`config.mk`:
```
export PLATFORM = sky130hd
export DESIGN_NAME = pe_layer_sequencer
export DESIGN_NICKNAME = d
export VERILOG_FILES = /design/src/rtl/pe_layer_sequencer.sv
export SDC_FILE = /design/constraint.sdc
export NUM_CORES = 1
export LEC_CHECK = 0
export BUFFER_PORTS_ARGS = -buffer_cell sky130_fd_sc_hd__buf_4
export CAP_MARGIN = 10
export CORE_MARGIN = 2
export CORE_UTILIZATION = 54
export CTS_BUF_LIST = sky130_fd_sc_hd__clkbuf_4
export DETAILED_ROUTE_END_ITERATION = 8
export MAX_ROUTING_LAYER = met4
export PLACE_DENSITY = 0.83
export SETUP_SLACK_MARGIN = 0.2
export SYNTH_ARGS = -nofsm -noshare
export SYNTH_HDL_FRONTEND = slang
export SYNTH_SLANG_ARGS = --single-unit
```
`constraint.sdc`:
```
create_clock -name clk -period 3.8 [get_ports clk]
set_clock_uncertainty 0.1 [all_clocks]
set_input_delay 0 -clock clk [delete_from_list [all_inputs] [get_ports clk]]
set_output_delay 0 -clock clk [all_outputs]
set_load 0.01 [all_outputs]
```
`src/rtl/pe_layer_sequencer.sv`:
```
// Layer sequencer for one PE: optional weight preload from memory, then windowed compute
// with in-flight credit limiting, drain of outstanding pixels and a one-cycle done pulse.
module pe_layer_sequencer #(
  parameter int OUT_WIDTH        = 4,
  parameter int OUT_HEIGHT       = 2,
  parameter int NUM_WEIGHT_WORDS = 6,
  parameter int WEIGHT_BASE_ADDR = 23,
  parameter int MAX_INFLIGHT     = 4
) (
  input  logic        clk,
  input  logic        rst_n,
  input  logic        start,
  input  logic        load_weights,
  output logic        busy,
  output logic        done,
  output logic        err,
  output logic        w_rd_en,
  output logic [15:0] w_rd_addr,
  input  logic [15:0] w_rd_data,
  output logic        weight_wr_en,
  output logic [31:0] weight_wr_addr,
  output logic [15:0] weight_wr_data,
  input  logic        win_valid,
  output logic        win_ready,
  output logic        pe_i_valid,
  input  logic        pe_ack,
  input  logic        pe_o_valid,
  input  logic        out_ready
);

  localparam int TOTAL = OUT_WIDTH * OUT_HEIGHT;
  localparam int CW    = $clog2(TOTAL + 1);

  localparam logic [2:0] S_IDLE    = 3'd0;
  localparam logic [2:0] S_LOAD    = 3'd1;
  localparam logic [2:0] S_COMPUTE = 3'd2;
  localparam logic [2:0] S_DRAIN   = 3'd3;
  localparam logic [2:0] S_DONE    = 3'd4;

  logic [2:0]    state_q, state_d;
  logic [CW-1:0] issued_q, issued_d;
  logic [CW-1:0] completed_q, completed_d;
  logic [7:0]    inflight_q, inflight_d;
  logic          busy_q, busy_d;
  logic          done_q, done_d;
  logic          err_q, err_d;
  logic          w_rd_en_q, w_rd_en_d;
  logic [15:0]   w_rd_addr_q, w_rd_addr_d;
  logic          weight_wr_en_q, weight_wr_en_d;
  logic [31:0]   weight_wr_addr_q, weight_wr_addr_d;

  logic accept;
  logic cpl_ok;
  logic spurious;
  logic start_load;

  assign start_load = (state_q == S_IDLE) && start && load_weights;

  // Issue gate: window present, downstream room, credit available, layer not fully issued.
  assign pe_i_valid = (state_q == S_COMPUTE) && win_valid && out_ready &&
                      (inflight_q < 8'(MAX_INFLIGHT)) && (issued_q < CW'(TOTAL));
  assign accept     = pe_i_valid && pe_ack;
  assign win_ready  = accept;
  assign cpl_ok     = pe_o_valid && (inflight_q != 8'd0);
  assign spurious   = pe_o_valid && (inflight_q == 8'd0);

  always_comb begin
    issued_d    = issued_q + CW'(accept);
    completed_d = completed_q + CW'(cpl_ok);
    inflight_d  = inflight_q;
    if (accept && !cpl_ok) begin
      inflight_d = inflight_q + 8'd1;
    end else if (!accept && cpl_ok) begin
      inflight_d = inflight_q - 8'd1;
    end
    if (state_q == S_DONE) begin
      issued_d    = '0;
      completed_d = '0;
      inflight_d  = '0;
    end
  end

  always_comb begin
    state_d = state_q;
    case (state_q)
      S_IDLE:    if (start) state_d = load_weights ? S_LOAD : S_COMPUTE;
      S_LOAD:    if (weight_wr_en_q && !w_rd_en_q) state_d = S_COMPUTE;
      S_COMPUTE: if (issued_q == CW'(TOTAL)) state_d = S_DRAIN;
      S_DRAIN:   if (completed_d == CW'(TOTAL)) state_d = S_DONE;
      S_DONE:    state_d = S_IDLE;
      default:   state_d = S_IDLE;
    endcase
  end

  // Weight reads run back-to-back; each write mirrors the previous cycle's read.
  always_comb begin
    w_rd_en_d   = w_rd_en_q;
    w_rd_addr_d = w_rd_addr_q;
    if (start_load) begin
      w_rd_en_d   = 1'b1;
      w_rd_addr_d = '0;
    end else if (w_rd_en_q) begin
      if (w_rd_addr_q == 16'(NUM_WEIGHT_WORDS - 1)) begin
        w_rd_en_d = 1'b0;
      end else begin
        w_rd_addr_d = w_rd_addr_q + 16'd1;
      end
    end
    weight_wr_en_d   = w_rd_en_q;
    weight_wr_addr_d = w_rd_en_q ? (32'(WEIGHT_BASE_ADDR) + {16'd0, w_rd_addr_q})
                                 : weight_wr_addr_q;
  end

  assign busy_d = (state_d != S_IDLE);
  assign done_d = (state_d == S_DONE);
  assign err_d  = err_q || spurious;

  always_ff @(posedge clk or negedge rst_n) begin
    if (!rst_n) begin
      state_q          <= S_IDLE;
      issued_q         <= '0;
      completed_q      <= '0;
      inflight_q       <= '0;
      busy_q           <= 1'b0;
      done_q           <= 1'b0;
      err_q            <= 1'b0;
      w_rd_en_q        <= 1'b0;
      w_rd_addr_q      <= '0;
      weight_wr_en_q   <= 1'b0;
      weight_wr_addr_q <= '0;
    end else begin
      state_q          <= state_d;
      issued_q         <= issued_d;
      completed_q      <= completed_d;
      inflight_q       <= inflight_d;
      busy_q           <= busy_d;
      done_q           <= done_d;
      err_q            <= err_d;
      w_rd_en_q        <= w_rd_en_d;
      w_rd_addr_q      <= w_rd_addr_d;
      weight_wr_en_q   <= weight_wr_en_d;
      weight_wr_addr_q <= weight_wr_addr_d;
    end
  end

  assign busy           = busy_q;
  assign done           = done_q;
  assign err            = err_q;
  assign w_rd_en        = w_rd_en_q;
  assign w_rd_addr      = w_rd_addr_q;
  assign weight_wr_en   = weight_wr_en_q;
  assign weight_wr_addr = weight_wr_addr_q;
  // Read data arrives in the write cycle itself, so it is forwarded under the registered strobe.
  assign weight_wr_data = weight_wr_en_q ? w_rd_data : 16'd0;

endmodule

```
# Word level (Yosys, flattened, before mapping)
# Cells that the tools add are included.
# Widths: inputs -> output; s select.
totals:
  regBits: 72
  in_bits: 24
  output_inout_bits: 71
op_classes:
  n_addsub: 6
  order_cmp: 2
  eq_ne: 9
  n_mux: 18
  n_reduce_logical: 23
ops:
  columns: ["op", "n"]
  rows:
  - ["$mux 16", 4]
  - ["$mux 8", 3]
  - ["$add 5x16->17 const A", 1]
  - ["$add 16x1->16 const B", 1]
  - ["$eq 16x3->1 const B", 1]
  - ["$logic_and 1x1->1", 12]
  - ["$mux 3", 4]
  - ["$pmux 3 s4", 1]
  - ["$add 4x1->4", 2]
  - ["$add 8x1->8 const B", 1]
  - ["$eq 4x4->1 const B", 2]
  - ["$logic_not 8->1", 1]
  - ["$lt 8x3->1 const B", 1]
  - ["$mux 4", 2]
  - ["$reduce_bool 8->1", 1]
  - ["$sub 8x1->8 const B", 1]
  - ["$eq 3x2->1 const B", 2]
  - ["$eq 3x3->1 const B", 2]
  - ["$reduce_bool 3->1", 2]
  - ["$lt 4x4->1 const B", 1]
  - ["$eq 3x1->1 const B", 1]
  - ["$logic_not 1->1", 3]
  - ["$logic_not 3->1", 1]
  - ["$mux 1", 3]
  - ["other kinds (5)", 5]

# Longest topological paths before layout
# Gate-level depths: netlist of run 1.
logic_depth:
  word_depth: 11
  ltp_mapped: 12
  ltp_nobuf: 12

# Worst setup path before layout of run 1
# No wires, ideal clock.
synth_path:
  kind: "register to register"
  from: "register inflight_q[4]"
  to: "register inflight_q[7]"
  t_arrival_ps: 3003
  path_slack_ps: 618
  stages_incl_launch_ff: 13
  path_buffers: 0
  synth_period_minus_slack_ps: 3182
  cell_sequence: "dfrtp_1 -> nor4_1 -> nand2_1 -> nor3_1 -> and2_1 -> ha_1 -> inv_1 -> ha_1 -> o21ai_0 -> o21ai_1 -> a31oi_1 -> mux2i_1 -> mux2i_1"
synth_between:
  elab_chain_len: 7
  elab_cells_between_ends: 16
  cone_classes: "add/sub (2); order compare (1); mux (3); reduce/logical (10)"
synth_lines:
  columns: ["element", "line_no", "text"]
  rows:
  - ["start: declaration", "43", "logic [7:0] inflight_q, inflight_d;"]
  - ["start signal: assignment", "135", "inflight_q <= inflight_d;"]
  - ["$lt 8x3->1 *", "61", "(inflight_q < 8'(MAX_INFLIGHT)) && (issued_q < CW'(TOTAL));"]
  - ["$logic_and 1x1->1 *", "60", "assign pe_i_valid = (state_q == S_COMPUTE) && win_valid && out_ready &&"]
  - ["$logic_and 1x1->1 *", "61", null]
  - ["net pe_i_valid", "25", "output logic pe_i_valid,"]
  - ["$logic_and 1x1->1 *", "62", "assign accept = pe_i_valid && pe_ack;"]
  - ["net win_ready", "24", "output logic win_ready,"]
  - ["$logic_and 1x1->1 / $logic_not 1->1 (equally long branches)", "71, 73", null]
  - ["$mux 8 / $logic_and 1x1->1 (equally long branches)", "71, 73", null]
  - ["$mux 8 / $reduce_bool 3->1 (equally long branches)", null, null]
# The timed path passes the listed nets; every way through them passes the cells marked *. The select of a mux whose other input is x is not followed.
# A chain may end at the register's enable or synchronous reset.

# Worst setup path in the final report of run 1
layout_path:
  from: "register inflight_q[4]"
  to: "register inflight_q[7]"
layout_between:
  elab_chain_len: 7
  elab_cells_between_ends: 16
  cone_classes: "add/sub (2); order compare (1); mux (3); reduce/logical (10)"
layout_lines:
  columns: ["element", "line_no"]
  rows:
  - ["$lt 8x3->1", "61"]
  - ["$logic_and 1x1->1", "60"]
  - ["$logic_and 1x1->1", "61"]
  - ["$logic_and 1x1->1", "62"]
  - ["$logic_and 1x1->1 / $logic_not 1->1 (equally long branches)", "71, 73"]
  - ["$mux 8 / $logic_and 1x1->1 (equally long branches)", "71, 73"]
  - ["$mux 8 / $reduce_bool 3->1 (equally long branches)", null]
# Parallel ways exist; a longest one is shown, timed or not. The select of a mux whose other input is x is not followed.

==> flow_metrics.py, run 1 <==
metrics = {
    "run_status": {
        "outcome": "completed",
    },
    "critical_path": {
        "regToRegStartpoint": "inflight_q[4]$_DFFE_PN0P_",
        "criticalPathCategory": "flop to flop",
        "worstPathMaxFanout": 7,
        "worst_ep_arrival_time_ps": 3500,
        "reg2reg_to": "inflight_q[7]$_DFFE_PN0P_",
        "end_kind": "flop",
        "r2r_slack_ps": 520,
        "ff2ff_path_depth": 12,
        "start_kind": "flop",
        "critical_path_required_ps": 4020,
    },
    "die": {
        "chipWidth_um": 83.2,
        "row_count": 28,
        "ios": 95,
        "start_util_pct": 56.5,
        "core_sq_mm": 0.00599,
        "die_height_um": 83.2,
        "die_area_sq_mm": 0.00692,
    },
    "drt": {
        "antenna_left": 0,
        "wl_um": 7350,
        "drt-initial-drc-count": 170,
        "avgRoutedWirePerCell_um": 14.3,
        "vias": 2788,
        "via_per_inst": 5.43,
        "drc": 0,
        "dr.pass1.iters": 4,
    },
    "synth": {
        "synthXorXnorAreaFrac_pct": 8.02,
        "synth_ff_type": "dfrtp_1",
        "synth_fa_ha_area_share_pct": 5.76,
        "synth_top_family_by_area": "simple AND/OR/NAND/NOR gates",
        "yosysWarnings": 0,
        "synthSimpleGateAreaFrac_pct": 26.1,
        "synth-compound-area-share_pct": 9.27,
        "synth_mux_area_share_pct": 1.26,
        "ys_types": 56,
        "async_reset_ff_share_pct": 100,
        "synth_area_per_cell_sq_um": 9.51,
        "synth_area_sq_mm": 0.00339,
        "synthCells": 356,
        "ys_seq_area_share_pct": 42.1,
        "synth-seq-cells": 57,
        "synth_edf_count": 0,
    },
    "min_path": {
        "hold_path.class": "input port to flop",
        "worstHoldStart": "pe_ack",
        "min_path_cells": 4,
        "hold_end": "issued_q[0]$_DFF_PN0_",
    },
    "global_routing": {
        "grt_max_degree": 58,
        "grtUsageTotal_pct": 23.1,
        "grt_pass1_vias": 2633,
        "grt_antenna_before_repair": 0,
        "grt_pass1_wl_um": 12600,
        "overflow": 0,
    },
    "layout": {
        "diodes": 0,
        "syn2layout_area_growth_pct": 21.3,
        "final_nets": 473,
        "drive_gt1_share_pct": 25.6,
    },
    "timing": {
        "fmax_mhz": 305,
        "hold_viol": 0,
        "period_needed_ps": 3280,
        "setup_slack_ps": 522,
        "post-route-period-util_pct": 86.3,
        "slew_viol_final": 0,
        "rsz0062_at_grt": "false",
        "final-setup-viol-count": 0,
        "finalSetupTns_ps": 0,
        "worst_pin_slew_ps": 747,
        "slew_headroom_pct": 50.1,
    },
    "clocking": {
        "clk_pin_slew_ps": 100,
        "h-tree-depth": 3,
        "cts_setup_buffers": 0,
        "cts.sinks": 57,
        "clock_latency_ps": 390,
        "root_buffer": "clkbuf_4",
        "cts_buffers": 9,
        "clock_path_buffers": 2,
        "cts_tree": "done",
    },
    "placement": {
        "place_ws_ps": 482,
        "place.gp.congestion": 0.957,
        "numPortBuffers": 79,
        "hpwl_um": 5360,
    },
    "power_and_ir_drop": {
        "p_per_area_mw_per_mm2": 736,
        "cellLeakagePower_nw": 1.93,
        "vdd_drop_max_uv": 517,
    },
    "run": {
        "cap_violations": 0,
    },
}
## layout make-up
type                    count  area, sq um
clock buffers              10         75.1
clock inverters             5         47.5
fillers                   469         1880
inverters                  12         45.0
multi-input cells         269         1770
flip-flops and latches     57         1430
well taps                  75         93.8
repair buffers             85          651
## synthesized netlist by cell type (2+ instances only)
cell | instances | area [sq um]
mux2_2 | 2 | 22.5
and3_1 | 3 | 18.8
or3_1 | 2 | 12.5
ha_1 | 14 | 175
nand2_1 | 18 | 67.6
nor3b_1 | 3 | 22.5
nand4_1 | 6 | 37.5
nand3_1 | 14 | 70.1
o211ai_1 | 3 | 22.5
clkbuf_1 | 5 | 18.8
dfrtp_1 | 57 | 1430
mux2i_1 | 2 | 20.0
nor4_1 | 2 | 12.5
buf_4 | 18 | 135
xnor2_1 | 15 | 131
nor4b_2 | 2 | 30.0
a31oi_1 | 4 | 25.0
nor3_1 | 11 | 55.1
and4_1 | 2 | 17.5
a21o_1 | 3 | 22.5
xor2_1 | 16 | 140
nor2_1 | 44 | 165
a21oi_1 | 21 | 105
o21ai_0 | 6 | 30.0
o21ai_1 | 4 | 20.0
buf_2 | 8 | 40.0
inv_1 | 11 | 41.3
nor2b_1 | 2 | 12.5
nor3_2 | 3 | 30.0
and2_1 | 23 | 144
nand2b_1 | 7 | 43.8
## kinds of logic (layout without fill, tap and decap cells)
group                    count (synthesis)  in the layout
multiplexers                             4              4
AND/OR/NAND/NOR                        154            154
buffers and inverters                   44            112
XOR/XNOR                                31             31
AO/OA/AOI/OAI                           50             50
other                                    1             15
adder cells (fa/ha/maj)                 15             15
flip-flops                              57             57
## state kept, by name, summed over array words and instances, names as in the netlist
| name | flops |
|---|---|
| busy | 1 |
| err | 1 |
| weight_wr_addr | 17 |
| state_q | 3 |
| w_rd_en | 1 |
| w_rd_addr | 16 |
| weight_wr_en | 1 |
| completed_q | 4 |
| issued_q | 4 |
| done | 1 |
| inflight_q | 8 |
## timing repair
| action | in CTS | in global routing |
|---|---|---|
| setup endpoints to repair | 0 | 3 |
| hold endpoints to repair | 66 | 0 |
| hold buffers | 5 | 0 |
| resized for setup | 0 | 1 |
## layout by cell type (no fill, tap or decap), types with 7 or more instances in the layout
cell type  count
nand2_1       18
xor2_1        16
xnor2_1       15
nand3_1       14
clkbuf_4      10
conb_1        15
nand2b_1       7
buf_4         80
nor3_1        11
nor2_1        44
a21oi_1       21
ha_1          14
dfrtp_1       57
inv_1         11
and2_1        23
## report_power, final
part,total (mW),switching [mW],internal [mW]
registers,1.18,0.333,0.848
logic,1.43,0.714,0.715
clock network,0.414,0.216,0.198
## metrics by stage
stage	power, mW	util [%]	area (sq um)	cells	hold WS (ps)
finish	3.02	68.6	4110	513	26.6
global placement	2.56	65.6	3930	493	-2.89
detailed placement	2.61	65.6	3930	493	1.95
floorplan	2.09	-	3440	370	-396
global route	3.27	68.6	4110	513	29.0
CTS	3.04	68.5	4100	513	12.3
## how the worst max path moves through the flow
stage / depth (start not counted) / slack [ps] / startpoint / end
after floorplan: 12 / 620 / inflight_q[4]$_DFFE_PN0P_ / inflight_q[7]$_DFFE_PN0P_
after global placement: 12 / 650 / inflight_q[4]$_DFFE_PN0P_ / inflight_q[7]$_DFFE_PN0P_
after detailed placement: 12 / 480 / inflight_q[4]$_DFFE_PN0P_ / inflight_q[7]$_DFFE_PN0P_
after CTS: 12 / 430 / inflight_q[4]$_DFFE_PN0P_ / inflight_q[7]$_DFFE_PN0P_
after global routing: 12 / 210 / inflight_q[4]$_DFFE_PN0P_ / inflight_q[7]$_DFFE_PN0P_
final: 12 / 520 / inflight_q[4]$_DFFE_PN0P_ / inflight_q[7]$_DFFE_PN0P_
## worst max-delay path: stages (launching register included)
cell and delay (ps):
dfrtp_1 420, nor4_2 330, nand2_1 110, nor3_1 240, and2_1 220, ha_1 230, inv_1 150, ha_1 360
o21ai_0 310, o21ai_1 90, a31oi_1 200, mux2i_1 250, mux2i_1 190
## layer usage
metal  global-route usage [%]  vias to the layer above  share of wire (%)
met2                     34.8                       99                 48
met3                     5.47                        8                6.6
met4                     9.39                        0                1.2
met5                        -                        -                  0
li1                         -                     1352                  -
met1                     30.1                     1329                 44
(Power assumes the default switching activity.)
==> inputs of run 2 (changes only) <==
BUFFER_PORTS_ARGS = -buffer_cell sky130_fd_sc_hd__clkbuf_2   (was -buffer_cell sky130_fd_sc_hd__buf_4)
PLACE_DENSITY = 0.85   (was 0.83)
SKIP_CTS_REPAIR_TIMING = 1   (was default)
==> flow_metrics.py, run 2 (synthesized netlist as in run 1, its figures left out) <==
metrics = {
    "run_status": {
        "outcome": "completed",
    },
    "clocking": {
        "clock_path_buffers": 2,
        "cts.sinks": 57,
        "h-tree-depth": 3,
        "clock_latency_ps": 400,
        "root_buffer": "clkbuf_4",
        "cts_tree": "done",
        "clk_pin_slew_ps": 90,
        "cts_buffers": 9,
    },
    "global_routing": {
        "overflow": 0,
        "grtUsageTotal_pct": 23.2,
        "globalRouteMet1Util_pct": 30.3,
        "grt_pass1_wl_um": 12700,
        "grt_antenna_before_repair": 0,
        "grt_max_degree": 58,
        "gr-usage-met2_pct": 35.1,
        "grt_pass1_vias": 2664,
        "gr-max-usage-layer": "met2",
        "grtUsageMet3_pct": 6.96,
    },
    "layout": {
        "drive_gt1_share_pct": 25.3,
        "finalNonFillerCells": 514,
        "diodes": 0,
        "final_util_pct": 65.3,
        "largest_reg_flops": 17,
        "syn2layout_area_growth_pct": 15.5,
        "fillers": 493,
        "final_nets": 474,
        "final_cell_mix": "clkbuf_2, dfrtp_1, nor2_1",
        "final_common_cell": "clkbuf_2",
    },
    "min_path": {
        "worstHoldStart": "pe_ack",
        "hold_path.class": "input port to flop",
    },
    "critical_path": {
        "criticalPathCategory": "flop to flop",
        "crit_buf_inv": 1,
        "regToRegStartpoint": "inflight_q[4]$_DFFE_PN0P_",
        "worst_ep_arrival_time_ps": 3490,
        "crit_chain": "nor4_2 > nand2_1 > nor3_1 > and2_1 > ha_1 > inv_1 > ha_1 > a211oi_2 > o21ai_1 > a31oi_1 > mux2i_1 > mux2i_1",
        "critical_path_required_ps": 4020,
        "startpoint": "inflight_q[4]$_DFFE_PN0P_",
        "start_kind": "flop",
        "end_kind": "flop",
        "slowest_stage": "dfrtp_1",
        "worstPathMaxFanout": 7,
        "slowest_delay_ps": 420,
        "critical-path-top-delay-family": "simple AND/OR/NAND/NOR gates",
    },
    "die": {
        "die_height_um": 83.2,
        "row_count": 28,
        "ios": 95,
        "die_area_sq_mm": 0.00692,
        "chipWidth_um": 83.2,
        "core_sq_mm": 0.00599,
        "start_util_pct": 56.5,
    },
    "timing": {
        "post-route-period-util_pct": 85.8,
        "worst_pin_slew_ps": 752,
        "final-setup-viol-count": 0,
        "slew_headroom_pct": 49.8,
        "finalSetupTns_ps": 0,
        "period_needed_ps": 3260,
        "fmax_mhz": 307,
        "rsz0062_at_grt": "false",
        "holdWs_ps": 18.5,
        "slew_viol_final": 0,
        "hold_viol": 0,
    },
    "drt": {
        "drc": 0,
        "avgRoutedWirePerCell_um": 14.2,
        "drt-initial-drc-count": 196,
        "wl_um": 7270,
        "vias": 2802,
        "antenna_left": 0,
        "via_per_inst": 5.45,
        "dr.pass1.iters": 4,
    },
    "power_and_ir_drop": {
        "p_total_mw": 2.90,
        "p_seq_share_pct": 40.6,
        "netSwitchingFraction_pct": 43.6,
        "pwr-share-comb_pct": 45.5,
        "cellLeakagePower_nw": 1.88,
        "vdd_drop_max_uv": 354,
        "p_per_area_mw_per_mm2": 741,
        "intPower_mw": 1.64,
        "clock_power_share_pct": 13.9,
        "p_sw_mw": 1.26,
    },
    "placement": {
        "dp_cells": 494,
        "hpwl_um": 5320,
        "place.gp.congestion": 0.931,
        "numPortBuffers": 79,
    },
    "run": {
        "cap_violations": 0,
    },
}
run 2: cell types whose count changed in the layout (fill, tap and decap cells not counted):
cell      before  now
buf_4         80    2
clkinv_1       2    4
clkbuf_2       0   79
clkinv_2       2    1
o21ai_0        6    5
clkbuf_4      10    9
o21ai_1        4    5
run 2: worst register-to-register path: stages (launching register included):
cell	delay [ps]
dfrtp_1	420
nor4_2	330
nand2_1	100
nor3_1	230
and2_1	220
ha_1	220
inv_1	150
ha_1	330
a211oi_2	300
o21ai_1	110
a31oi_1	210
mux2i_1	250
mux2i_1	200
run 2: power groups by stage:
stage | registers, mW | clock network [mW] | logic, mW
5_1_grt | 1.22 | 0.446 | 1.49
2_1_floorplan | 1.10 | 0 | 0.985
4_1_cts | 1.17 | 0.412 | 1.32
6_report | 1.18 | 0.405 | 1.32
3_5_place_dp | 1.18 | 0 | 1.31
3_3_place_gp | 1.16 | 0 | 1.28
run 2: layer usage:
layer	part of all wire (%)	vias up	wire (um)
met5	0	-	0
li1	-	1346	-
met2	47	115	3400
met1	44	1327	3190
met4	1.6	0	116
met3	7.9	14	573
run 2: layout make-up:
type / instances / area, sq um / share of cell area, %
Multi-Input combinational cell: 269 / 1770 / 45.2
Clock buffer: 9 / 67.6 / 1.73
Sequential cell: 57 / 1430 / 36.5
Clock inverter: 6 / 50.0 / 1.28
Inverter: 12 / 45.0 / 1.15
Tap cell: 75 / 93.8 / 2.40
Timing Repair Buffer: 86 / 460 / 11.8
run 2: through the flow:
stage          instance area, sq um  worst slack, ps
4_1_cts                        3860              440
3_3_place_gp                   3740              666
3_5_place_dp                   3740              491
2_1_floorplan                  3440              618
5_1_grt                        3910              241
6_report                       3910              538
run 2: path summary, 6_finish.rpt:
check,depth (start not counted),to,slack (ps)
hold / removal,4,issued_q[0]$_DFF_PN0_,20
setup reg to reg,12,inflight_q[7]$_DFFE_PN0P_,540
min in group asynchronous,3,inflight_q[3]$_DFFE_PN0P_,160
hold reg to reg,1,err$_DFF_PN0_,390
max in group asynchronous,3,completed_q[2]$_DFF_PN0_,2960
setup / recovery,12,inflight_q[7]$_DFFE_PN0P_,540
==> inputs of run 3 (changes only) <==
HOLD_SLACK_MARGIN = 0.05   (was default)
RECOVER_POWER = 100   (was default)
==> flow_metrics.py, run 3 (synthesized netlist as in run 1, its figures left out) <==
metrics = {
    "die": {
        "die_height_um": 83.2,
        "start_util_pct": 56.5,
        "chipWidth_um": 83.2,
        "core_sq_mm": 0.00599,
        "row_count": 28,
        "die_area_sq_mm": 0.00692,
        "ios": 95,
    },
    "timing": {
        "fmax_mhz": 298,
        "hold_viol": 0,
        "post-route-period-util_pct": 88.2,
        "worst_pin_slew_ps": 3020,
        "slew_viol_final": 58,
        "finalSetupTns_ps": 0,
        "rsz0062_at_grt": "false",
        "period_needed_ps": 3350,
        "slew_headroom_pct": -101,
        "final-setup-viol-count": 0,
        "holdWs_ps": 205,
    },
    "drt": {
        "drc": 0,
        "wl_um": 7380,
        "via_per_inst": 5.43,
        "antenna_left": 0,
        "dr.pass1.iters": 4,
        "avgRoutedWirePerCell_um": 14.3,
        "drt-initial-drc-count": 150,
        "vias": 2794,
    },
    "power_and_ir_drop": {
        "vdd_drop_max_uv": 343,
        "p_per_area_mw_per_mm2": 745,
        "cellLeakagePower_nw": 1.70,
    },
    "global_routing": {
        "overflow": 0,
        "grtUsageTotal_pct": 23.2,
        "grt_pass1_vias": 2664,
        "grt_antenna_before_repair": 0,
        "grt_pass1_wl_um": 12700,
        "grt_max_degree": 58,
    },
    "critical_path": {
        "worst_ep_arrival_time_ps": 3580,
        "worstPathMaxFanout": 7,
        "start_kind": "flop",
        "crit_buf_inv": 1,
        "critical_path_required_ps": 4030,
        "crit_chain": "nor4_2 > nand2_1 > nor3_1 > and2_0 > ha_1 > inv_1 > ha_1 > a211oi_2 > o21ai_0 > a31oi_1 > mux2i_1 > mux2i_1",
        "end_kind": "flop",
        "criticalPathCategory": "flop to flop",
        "slowest_stage": "dfrtp_1",
        "slowest_delay_ps": 420,
        "critical-path-top-delay-family": "simple AND/OR/NAND/NOR gates",
    },
    "clocking": {
        "clock_path_buffers": 2,
        "cts_tree": "done",
        "clock_latency_ps": 410,
        "cts.sinks": 57,
        "clk_pin_slew_ps": 90,
        "root_buffer": "clkbuf_4",
        "h-tree-depth": 3,
        "cts_buffers": 9,
    },
    "min_path": {
        "hold_path.class": "input port to output pin",
    },
    "layout": {
        "largest_reg_flops": 17,
        "final_common_cell": "dfrtp_1",
        "final_nets": 475,
        "final_cell_mix": "dfrtp_1, clkbuf_1, nor2_1",
        "fin_area_sq_mm": 0.00379,
        "diodes": 0,
        "syn2layout_area_growth_pct": 12.0,
        "drive_gt1_share_pct": 11.8,
    },
    "run_status": {
        "outcome": "complete, but fails checks",
        "violations": "capacitance limit, slew limit",
    },
    "placement": {
        "place.gp.congestion": 0.931,
        "post_dp_cell_area_sq_mm": 0.00374,
        "numPortBuffers": 79,
        "hpwl_um": 5320,
    },
    "run": {
        "cap_violations": 1,
    },
}
## run 3: power breakdown
group / switching [mW] / internal, mW
Clock: 0.218 / 0.187
Sequential: 0.319 / 0.849
Combinational: 0.710 / 0.543
## run 3: stage by stage
step	instances	utilization (%)	setup slack, ps	power, mW
2_1_floorplan	370	-	618	2.09
3_3_place_gp	494	62.4	666	2.44
3_5_place_dp	494	62.4	491	2.50
4_1_cts	509	64.4	440	2.90
5_1_grt	515	63.3	170	3.07
6_report	515	63.3	450	2.83
## run 3: area by class of cell
class	count	area, sq um
Inverter	12	45.0
Fill cell	535	2200
Clock buffer	9	67.6
Tap cell	75	93.8
Multi-Input combinational cell	269	1710
Clock inverter	6	50.0
Sequential cell	57	1430
Timing Repair Buffer	87	404
## run 3: worst register-to-register path: stages, from the launching register on
cell and delay (ps):
dfrtp_1 420, nor4_2 330, nand2_1 110, nor3_1 230, and2_0 250, ha_1 240
inv_1 150, ha_1 330, a211oi_2 300, o21ai_0 150, a31oi_1 220, mux2i_1 250
mux2i_1 200
## run 3: layer usage
metal | vias to the layer above | routed length [um] | share of wire [%] | global-route usage, %
met5 | - | 0 | 0 | -
met4 | 0 | 113 | 1.5 | 7.00
met3 | 14 | 594 | 8.0 | 6.96
met2 | 121 | 3390 | 46 | 35.1
met1 | 1315 | 3280 | 44 | 30.3
li1 | 1344 | - | - | -
## run 3: path summary, 6_finish.rpt
kind	startpoint	endpoint	slack [ps]	cells past startpoint
worst max register to register	inflight_q[4]$_DFFE_PN0P_	inflight_q[7]$_DFFE_PN0P_	450	12
worst min register to register	err$_DFF_PN0_	err$_DFF_PN0_	390	1
max in group asynchronous	rst_n	weight_wr_en$_DFF_PN0_	780	3
min in group asynchronous	rst_n	inflight_q[3]$_DFFE_PN0P_	1110	3
worst min-delay path	w_rd_data[2]	weight_wr_data[2]	210	3
worst max-delay path	inflight_q[4]$_DFFE_PN0P_	inflight_q[7]$_DFFE_PN0P_	450	12
